**src/rtl/octree_pkg.sv**
```systemverilog
// octree_pkg: shared walker state encoding, node field layout and octant selection.
package octree_pkg;
    typedef enum logic [1:0] {IDLE, ISSUE, DECODE, RESP} state_t;
    localparam int MAT_W = 8;
    function automatic int leaf_bit(input int data_width);
        return data_width - 1;
    endfunction
    // sh picks the coordinate bit for the current depth, MSB first
    function automatic logic [2:0] octant(input logic [31:0] x, y, z, input logic [4:0] sh);
        return {x[sh], y[sh], z[sh]};
    endfunction
endpackage

```
**src/rtl/octree_node_decode.sv**
```systemverilog
// octree_node_decode: classifies a fetched node and computes the next child address.
module octree_node_decode
    import octree_pkg::*;
#(
    parameter int ADDRESS_WIDTH = 32,
    parameter int DATA_WIDTH = 32,
    parameter int COORD_WIDTH = 8,
    parameter int MEM_DEPTH = 38,
    parameter int DEPTH_W = $clog2(COORD_WIDTH + 1)
) (
    input  logic [DATA_WIDTH-1:0]    mem_dout,
    input  logic [DEPTH_W-1:0]       depth,
    input  logic [COORD_WIDTH-1:0]   x,
    input  logic [COORD_WIDTH-1:0]   y,
    input  logic [COORD_WIDTH-1:0]   z,
    output logic                     is_leaf,
    output logic [MAT_W-1:0]         material,
    output logic [ADDRESS_WIDTH-1:0] child_addr,
    output logic                     error
);
    localparam int LB = leaf_bit(DATA_WIDTH);
    logic [4:0] sh;
    assign sh = 5'(COORD_WIDTH - 1 - int'(depth));
    assign is_leaf = mem_dout[LB];
    assign material = is_leaf ? mem_dout[MAT_W-1:0] : '0;
    assign child_addr = {1'b0, mem_dout[ADDRESS_WIDTH-2:0]}
                      + ADDRESS_WIDTH'(octant(32'(x), 32'(y), 32'(z), sh));
    assign error = !is_leaf && (depth == DEPTH_W'(COORD_WIDTH)
                             || child_addr >= ADDRESS_WIDTH'(MEM_DEPTH));
endmodule

```
**src/rtl/octree_walker.sv**
```systemverilog
// octree_walker: walks a ROM-resident octree from the root to the leaf containing a point.
module octree_walker
    import octree_pkg::*;
#(
    parameter int ADDRESS_WIDTH = 32,
    parameter int DATA_WIDTH = 32,
    parameter int COORD_WIDTH = 8,
    parameter int MEM_DEPTH = 38
) (
    input  logic                             clk,
    input  logic                             rst,
    input  logic                             req_valid,
    output logic                             req_ready,
    input  logic [COORD_WIDTH-1:0]           req_x,
    input  logic [COORD_WIDTH-1:0]           req_y,
    input  logic [COORD_WIDTH-1:0]           req_z,
    output logic                             rsp_valid,
    input  logic                             rsp_ready,
    output logic [7:0]                       rsp_material,
    output logic [$clog2(COORD_WIDTH+1)-1:0] rsp_depth,
    output logic                             rsp_error,
    output logic                             mem_ren,
    output logic [ADDRESS_WIDTH-1:0]         mem_addr,
    input  logic [DATA_WIDTH-1:0]            mem_dout
);
    localparam int DEPTH_W = $clog2(COORD_WIDTH + 1);
    state_t state, state_d;
    logic [COORD_WIDTH-1:0] x_q, y_q, z_q;
    logic [ADDRESS_WIDTH-1:0] addr_q, child;
    logic [DEPTH_W-1:0] depth_q;
    logic [MAT_W-1:0] mat_q, dec_mat;
    logic err_q, is_leaf, dec_err;

    octree_node_decode #(
        .ADDRESS_WIDTH(ADDRESS_WIDTH),
        .DATA_WIDTH(DATA_WIDTH),
        .COORD_WIDTH(COORD_WIDTH),
        .MEM_DEPTH(MEM_DEPTH),
        .DEPTH_W(DEPTH_W)
    ) u_decode (
        .mem_dout(mem_dout),
        .depth(depth_q),
        .x(x_q),
        .y(y_q),
        .z(z_q),
        .is_leaf(is_leaf),
        .material(dec_mat),
        .child_addr(child),
        .error(dec_err)
    );

    always_ff @(posedge clk)
        state <= rst ? IDLE : state_d;

    // outputs are gated by rst so they read idle while reset is held
    always_comb begin
        state_d = state;
        case (state)
            IDLE:   state_d = req_valid ? ISSUE : IDLE;
            ISSUE:  state_d = DECODE;
            DECODE: state_d = (is_leaf || dec_err) ? RESP : ISSUE;
            RESP:   state_d = rsp_ready ? IDLE : RESP;
        endcase
        req_ready = !rst && state == IDLE;
        mem_ren = !rst && state == ISSUE;
        rsp_valid = !rst && state == RESP;
        mem_addr = mem_ren ? addr_q : '0;
        rsp_material = rsp_valid ? mat_q : '0;
        rsp_depth = rsp_valid ? depth_q : '0;
        rsp_error = rsp_valid && err_q;
    end

    // depth_q is left untouched on a terminating decode, so it doubles as rsp_depth
    always_ff @(posedge clk) begin
        if (rst) begin
            x_q <= '0;
            y_q <= '0;
            z_q <= '0;
            addr_q <= '0;
            depth_q <= '0;
            mat_q <= '0;
            err_q <= 1'b0;
        end else if (state == IDLE && req_valid) begin
            x_q <= req_x;
            y_q <= req_y;
            z_q <= req_z;
            addr_q <= '0;
            depth_q <= '0;
        end else if (state == DECODE) begin
            if (is_leaf || dec_err) begin
                mat_q <= dec_mat;
                err_q <= dec_err;
            end else begin
                addr_q <= child;
                depth_q <= depth_q + DEPTH_W'(1);
            end
        end
    end
endmodule

```
**config.mk**
```make
export PLATFORM = sky130hd
export DESIGN_NAME = octree_walker
export DESIGN_NICKNAME = d
export VERILOG_FILES = /design/src/rtl/octree_pkg.sv /design/src/rtl/octree_node_decode.sv /design/src/rtl/octree_walker.sv
export SDC_FILE = /design/constraint.sdc
export NUM_CORES = 1
export LEC_CHECK = 0
export BUFFER_PORTS_ARGS = -buffer_cell sky130_fd_sc_hd__buf_2
export CORE_MARGIN = 4
export CORE_UTILIZATION = 59
export CTS_BUF_LIST = sky130_fd_sc_hd__clkbuf_2
export DETAILED_ROUTE_END_ITERATION = 10
export GPL_TIMING_DRIVEN = 0
export PLACE_DENSITY = 0.85
export SYNTH_ARGS = -nofsm -noshare
export SYNTH_HDL_FRONTEND = slang
export SYNTH_SLANG_ARGS = --single-unit
export TNS_END_PERCENT = 5
```
**constraint.sdc**
```tcl
create_clock -name clk -period 7.25 [get_ports clk]
set_clock_uncertainty 0.2 [all_clocks]
set_input_delay 0.3625 -clock clk [delete_from_list [all_inputs] [get_ports clk]]
set_output_delay 0.3625 -clock clk [all_outputs]
set_load 0.02 [all_outputs]
```
==> results of run 1 <==
## how the worst min path moves through the flow
stage               depth (start not counted)  slack (ns)                 endpoint
floorplan                                   1        0.22  addr_q[10]$_SDFFE_PP0P_
global placement                            1        0.23  addr_q[18]$_SDFFE_PP0P_
CTS                                         4        0.04      state[0]$_SDFF_PP0_
finish                                      4        0.07      state[0]$_SDFF_PP0_
global route                                4        0.08      state[0]$_SDFF_PP0_
detailed placement                          1        0.24   addr_q[8]$_SDFFE_PP0P_
## sequential cells by signal, summed over array words and instances (netlist names)
signal,flops
addr_q,32
mat_q,8
x_q,8
y_q,8
z_q,8
depth_q,4
state,2
err_q,1
## kinds of logic (layout without fill, tap and decap cells)
kind of cell / count (synthesis) / count (layout) / synth area share
buffers and inverters: 37 / 190 / 0.04159
muxes: 15 / 15 / 0.05758
xor gates and xnor gates: 11 / 11 / 0.02463
and+or+nand+nor: 254 / 254 / 0.3631
adders and majority gates: 6 / 6 / 0.02111
AOI/OAI and AO/OA: 78 / 78 / 0.1286
DFF: 71 / 71 / 0.3634
## routing by layer
metal | vias to the layer above | part of all wire | wire, um | GRT usage
met5 | - | 0 | 0 | 0
met3 | 45 | 0.065 | 719 | 0.05806
met2 | 182 | 0.51 | 5698 | 0.5137
met1 | 1895 | 0.39 | 4316 | 0.3345
met4 | 0 | 0.036 | 406 | 0.1353
li1 | 1914 | - | - | -
## power by group through the flow
stage | sequential [mW] | clock (mW) | combinational, mW
2_1_floorplan | 0.415 | 0 | 0.0739
4_1_cts | 0.410 | 0.271 | 0.129
6_report | 0.411 | 0.271 | 0.134
3_5_place_dp | 0.417 | 0 | 0.115
5_1_grt | 0.412 | 0.288 | 0.149
3_3_place_gp | 0.417 | 0 | 0.111
## area by class of cell
type                    instances  area, um2
multi-input cells             364       2327
flip-flops and latches         71       1421
fillers                       414       1374
repair buffers                137      855.8
plain buffers                  25      117.6
clock inverters                 7      103.9
well taps                      77      96.34
clock buffers                   9      45.04
inverters                      12      45.04
## timing repair
action	in CTS	in global routing
hold endpoints to repair	35	0
resized for setup	0	0
hold buffers	34	0
setup endpoints to repair	0	0
## critical path, delay by kind of cell, from the launching register on
kind                     cells  cell delay, ns
buffers and inverters        3            0.74
flip-flops                   1            0.39
AND/OR/NAND/NOR              8            1.95
multiplexers                 1            0.58
AO/OA/AOI/OAI                3            0.56
adder cells (fa/ha/maj)      1            0.32
## cell usage after synthesis (all sizes together), types with 6 or more instances
master and count:
mux4 6, nand2 75, nor4 7, nor3 11
and3 8, nand3 12, or2 6, nand2b 11
nor2 23, xnor2 7, a21oi 33, dfxtp 71
inv 12, o21ai 13, mux2i 9, and2 75
buf 10, clkbuf 15, nand4 7
==> out/results.tsv, run 1 <==
metric	value	unit
post-detail-place hpwl	7513	um
P_leak	2.177	nW
DRC Markers	0	
min Tclk post-route	4.856	ns
Core Util, Final	0.7849	
P_sw	0.2373	mW
Clk pwr share	0.332	
H-tree depth	3	
share of the yosys chip area belonging to registers	0.3634	
Critical Path RT	7.44	ns
Post-CTS Setup Repair Bufs	0	
final setup margin	2.394	ns
slowest CP cell	mux4_2	
Seq pwr share	0.503	
CTS tree	built	
IO Pins	108	
RSZ-0062 raised after global routing	false	
total global-route track usage	0.2902	
Worst-path clk slew	0.22	ns
post-route ant nets	0	
Max Cap Viol	0	
Setup crit start	depth_q[0]$_SDFFE_PP0P_	
Switching Share	0.2906	
worst r2r src	depth_q[0]$_SDFFE_PP0P_	
pre-CTS setup slack	2.404	ns
DIE AREA	7996	um2
Min Hold Slack	0.07075	ns
Arrival @ worst endpoint	5.04	ns
VDD IR max	0.1571	mV
critical path type	flop to flop	
Synth async-reset ratio	0	
first-pass GRT wire length	18340	um
final hold vios	0	
port bufs	103	
worst r2r path cells	16	
fin. max-slew vios	0	
placed cell areas	4523	um2
Yosys top cell by area	dfxtp_1	
post-route insts no fill	702	
Power Density	162.9	nW/um2
Layout area overhead	28.15	%
Detailed Route WL	11140	um
Worst Tran Pin Value	0.6422	ns
R2R setup slack	2.39	ns
crit end category	flop	
Iteration-0 DRC Markers	205	
core area	6386	um2
CTS root buf	clkbuf_2	
GRT overflow	0	
top-area cell type share of the netlist area	0.3634	
Post-Layout Inst Area	5012	um2
vias	4036	
Die Wd	89.42	um
layout net count	686	
Logic pwr share	0.165	
Final Cycle Share	0.6698	
most frequent cell on the critical path	nand2_1	
Num CTS Buffers	9	
Mapped Area	3911	um2
drt wl/cell	15.87	um
Most used DFF post-synth	dfxtp_1	
TritonRoute pass-1 iters	5	
die height	89.42	um
Highest Clock Rate	0.2059	GHz
Mapped Cells	472	
status	completed	
crit-path max FO	10	
crit path cell chain	clkbuf_1, mux4_2, nand2_1, nand2_1, nand2_1, inv_1, ha_1, a211oi_4, nor4_4, a31oi_1, nor4b_1, o2111ai_1, nor4_4, nor2_1, buf_2, and2_1	
internal power	0.5791	mW
final setup vio count	0	
most common cell after layout, fill and taps aside	buf_2	
initial antenna violation count	0	
Rel. slew slack	0.5709	
Yosys warning count	0	
Unique masters post-synth	64	
CP Launch Type	flop	
Max clock buf depth	2	
CP Capture Point	addr_q[31]$_SDFFE_PP0P_	
clock sinks	71	
share of cells above drive strength 1	0.2352	
# diodes	0	
Starting Density	0.6125	
placed cells	652	
Hold Crit Start	req_valid	
Sum Neg Setup Slack	0	ns
Synth Net Count	538	
mean post-synth cell area	8.287	um2
largest net degree at the start of global routing	15	
Vias/cell	5.749	
most frequent cells in the layout	107 x buf_2, 75 x nand2_1, 75 x and2_1	
Post-synth EDFFs	0	
Seq cells post-synth	71	
worst-skew pair later-pin latency	0.50	ns
RR Endpoint	addr_q[31]$_SDFFE_PP0P_	
Pwr Total	0.8164	mW
vias in the first global route	4025	
GPL Wtd Cong	0.9483	
type of the tightest min-delay check	input pin to flop	
Worst path max stage delay	0.58	ns
Synth area leaders	dfxtp_1 36%, and2_1 12%, nand2_1 7.2%	
# rows	29	
(Power assumes the default switching activity.)
==> inputs of run 2 (changes only) <==
ABC_AREA = 1   (was unset)
CORE_UTILIZATION = 56   (was 59)
PLACE_DENSITY = 0.79   (was 0.85)
clock period = 5.05 ns   (was 7.25 ns; I/O delays follow)
==> run 2 against run 1 <==
  * Fmax rose by 4.9%
  * Worst hold slack gained 0.022 ns
  * First-iteration DRC count is 2.4% lower
  * Cell area increased by 9.9%
  * Clock-buffer cell count is the same
  * Synthesized cell count is 58% higher
  * Power is 39% higher
  * Combinational power rose by 71%
  * Routed wire length grew 11%
  * Register-to-register slack worse by 2.0 ns
==> out/results.tsv, run 2 <==
metric	value	unit
Synth Net Count	812	
# diodes	0	
Arrival @ worst endpoint	4.85	ns
Sum Neg Setup Slack	0	ns
buffer and inverter count on the worst path	7	
final hold vios	0	
list of most frequent post-synthesis cells	184 x nor2_1, 178 x nand2_1, 117 x inv_1, 71 x dfxtp_1, 54 x nand3_1	
Yosys warning count	0	
Power Density	205.4	nW/um2
Num CTS Buffers	9	
post-route ant nets	0	
Post-Layout Inst Area	5509	um2
crit end category	flop	
top-area cell type share of the netlist area	0.3236	
# fillers	712	
post-detail-place hpwl	9306	um
type of the tightest min-delay check	input pin to flop	
layout net count	964	
first-pass GRT wire length	20110	um
core area	7687	um2
Seq pwr share	0.530	
die height	96.57	um
vias	5054	
P_sw	0.3821	mW
CTS tree	built	
status	completed	
H-tree depth	3	
worst r2r src	depth_q[0]$_SDFFE_PP0P_	
Synth area leaders	dfxtp_1 32%, nor2_1 16%, nand2_1 15%	
Starting Density	0.5715	
largest net degree at the start of global routing	16	
Logic pwr share	0.202	
total global-route track usage	0.2709	
CTS root buf	clkbuf_2	
Worst Tran Pin Value	0.5780	ns
Vias/cell	5.029	
Max Cap Viol	0	
WP depth	25	
Mapped Area	4393	um2
Max clock buf depth	2	
clock sinks	71	
cells resized by post-CTS repair	0	
Synth async-reset ratio	0	
CP delay by family, top	simple AND/OR/NAND/NOR gates	
RR Endpoint	addr_q[31]$_SDFFE_PP0P_	
share of cells above drive strength 1	0.1628	
GRT overflow	0	
CP Capture Point	addr_q[31]$_SDFFE_PP0P_	
vias in the first global route	4747	
Switching Share	0.3377	
Unique masters post-synth	32	
crit-path max FO	10	
Post-synth EDFFs	0	
Mapped Cells	746	
Iteration-0 DRC Markers	200	
Worst path max stage delay	0.42	ns
fin. max-slew vios	0	
Die Wd	96.57	um
Rel. slew slack	0.6133	
internal power	0.7495	mW
drt wl/cell	12.25	um
Layout area overhead	25.41	%
DRC Markers	0	
IO Pins	108	
Pwr Total	1.132	mW
worst-skew pair later-pin latency	0.52	ns
min Tclk post-route	4.631	ns
most frequent cell after synthesis	nor2_1	
mean post-synth cell area	5.889	um2
most common cell after layout, fill and taps aside	nor2_1	
P_leak	2.747	nW
Yosys top cell by area	dfxtp_1	
R2R setup slack	0.42	ns
share of the yosys chip area belonging to registers	0.3236	
Detailed Route WL	12320	um
Setup crit start	depth_q[0]$_SDFFE_PP0P_	
Seq cells post-synth	71	
Critical Path RT	5.27	ns
final setup margin	0.4190	ns
Final Cycle Share	0.9170	
Clk pwr share	0.268	
# rows	32	
most frequent cells in the layout	184 x nor2_1, 178 x nand2_1, 117 x inv_1	
CP Launch Type	flop	
pre-CTS setup slack	0.4672	ns
slowest CP cell	dfxtp_1	
GPL Wtd Cong	0.8835	
Highest Clock Rate	0.2159	GHz
placed cell areas	5051	um2
RSZ-0062 raised after global routing	false	
port bufs	106	
worst r2r path cells	25	
VDD IR max	0.1853	mV
initial antenna violation count	0	
TritonRoute pass-1 iters	4	
Worst-path clk slew	0.22	ns
Largest register FFs	32	
Most used DFF post-synth	dfxtp_1	
final setup vio count	0	
Top reg by flops	addr_q	
critical path type	flop to flop	
DIE AREA	9326	um2
run 2: power by group through the flow:
stage	Clock, mW	Sequential, mW	Combinational, mW
after detailed placement	0	0.611	0.203
final	0.303	0.600	0.229
after CTS	0.310	0.600	0.224
after global routing	0.334	0.604	0.259
after floorplan	0	0.607	0.135
after global placement	0	0.610	0.197
run 2: worst min path at each step:
stage                      startpoint                     end  slack, ns  cells after the start
2_1_floorplan             mem_dout[0]   mat_q[0]$_SDFFE_PP0P_       0.20                      2
3_3_place_gp   addr_q[6]$_SDFFE_PP0P_  addr_q[6]$_SDFFE_PP0P_       0.23                      2
3_5_place_dp   addr_q[8]$_SDFFE_PP0P_  addr_q[8]$_SDFFE_PP0P_       0.24                      2
4_1_cts                     req_valid     z_q[3]$_SDFFE_PP0P_       0.05                      4
5_1_grt                     req_valid     z_q[1]$_SDFFE_PP0P_       0.10                      4
6_report                    req_valid     z_q[1]$_SDFFE_PP0P_       0.09                      4
run 2: cell type report:
class	instances	area (um2)	area share
sequential	71	1421	0.2580
tap	102	127.6	0.02317
multi-input combinational	533	2412	0.4379
buffer	22	108.9	0.01976
clock buffer	9	45.04	0.008176
inverter	120	450.4	0.08176
clock inverter	7	62.56	0.01136
timing repair buffer	141	880.8	0.1599
run 2: per-layer routing:
metal / track usage / share of wire / up-vias
li1: - / - / 2590
met2: 0.5201 / 0.52 / 148
met3: 0.05190 / 0.051 / 21
met1: 0.2971 / 0.41 / 2295
met5: 0 / 0 / -
met4: 0.08411 / 0.017 / 0
run 2: through the flow:
stage | util | hold WS, ns | instances
4_1_cts | 0.7166 | 0.04883 | 1005
3_5_place_dp | 0.6571 | 0.2425 | 954
2_1_floorplan | - | 0.2015 | 746
5_1_grt | 0.7166 | 0.1049 | 1005
3_3_place_gp | 0.6571 | 0.2335 | 954
6_report | 0.7166 | 0.09314 | 1005
run 2: kinds of logic after synthesis:
kind of cell,synth area share
simple gates,0.4381
buf+inv,0.1273
flops,0.3236
compound gates,0.08032
xor+xnor,0.01196
fa+ha+maj,0.01880
run 2: timing repair:
item,in CTS,in global routing
hold endpoints to repair,42,0
buffers inserted,0,0
hold buffers,35,0
run 2: worst register-to-register path, stage by stage (launching register included):
cell and delay [ns]:
dfxtp_1 0.42, inv_1 0.19, clkbuf_1 0.38, nor2_1 0.08, o22ai_1 0.17, o21ai_0 0.09, a31oi_1 0.18, ha_1 0.24
inv_1 0.07, fa_1 0.41, inv_1 0.12, nand3_1 0.11, nand2_2 0.17, nand2_1 0.11, nor2_1 0.25, nand3_1 0.12
nand2_1 0.09, nand2_1 0.06, nor2_1 0.18, nand3_1 0.12, nor2_2 0.26, nand3_2 0.12, buf_6 0.17, buf_6 0.15
nand3_1 0.07, inv_1 0.04
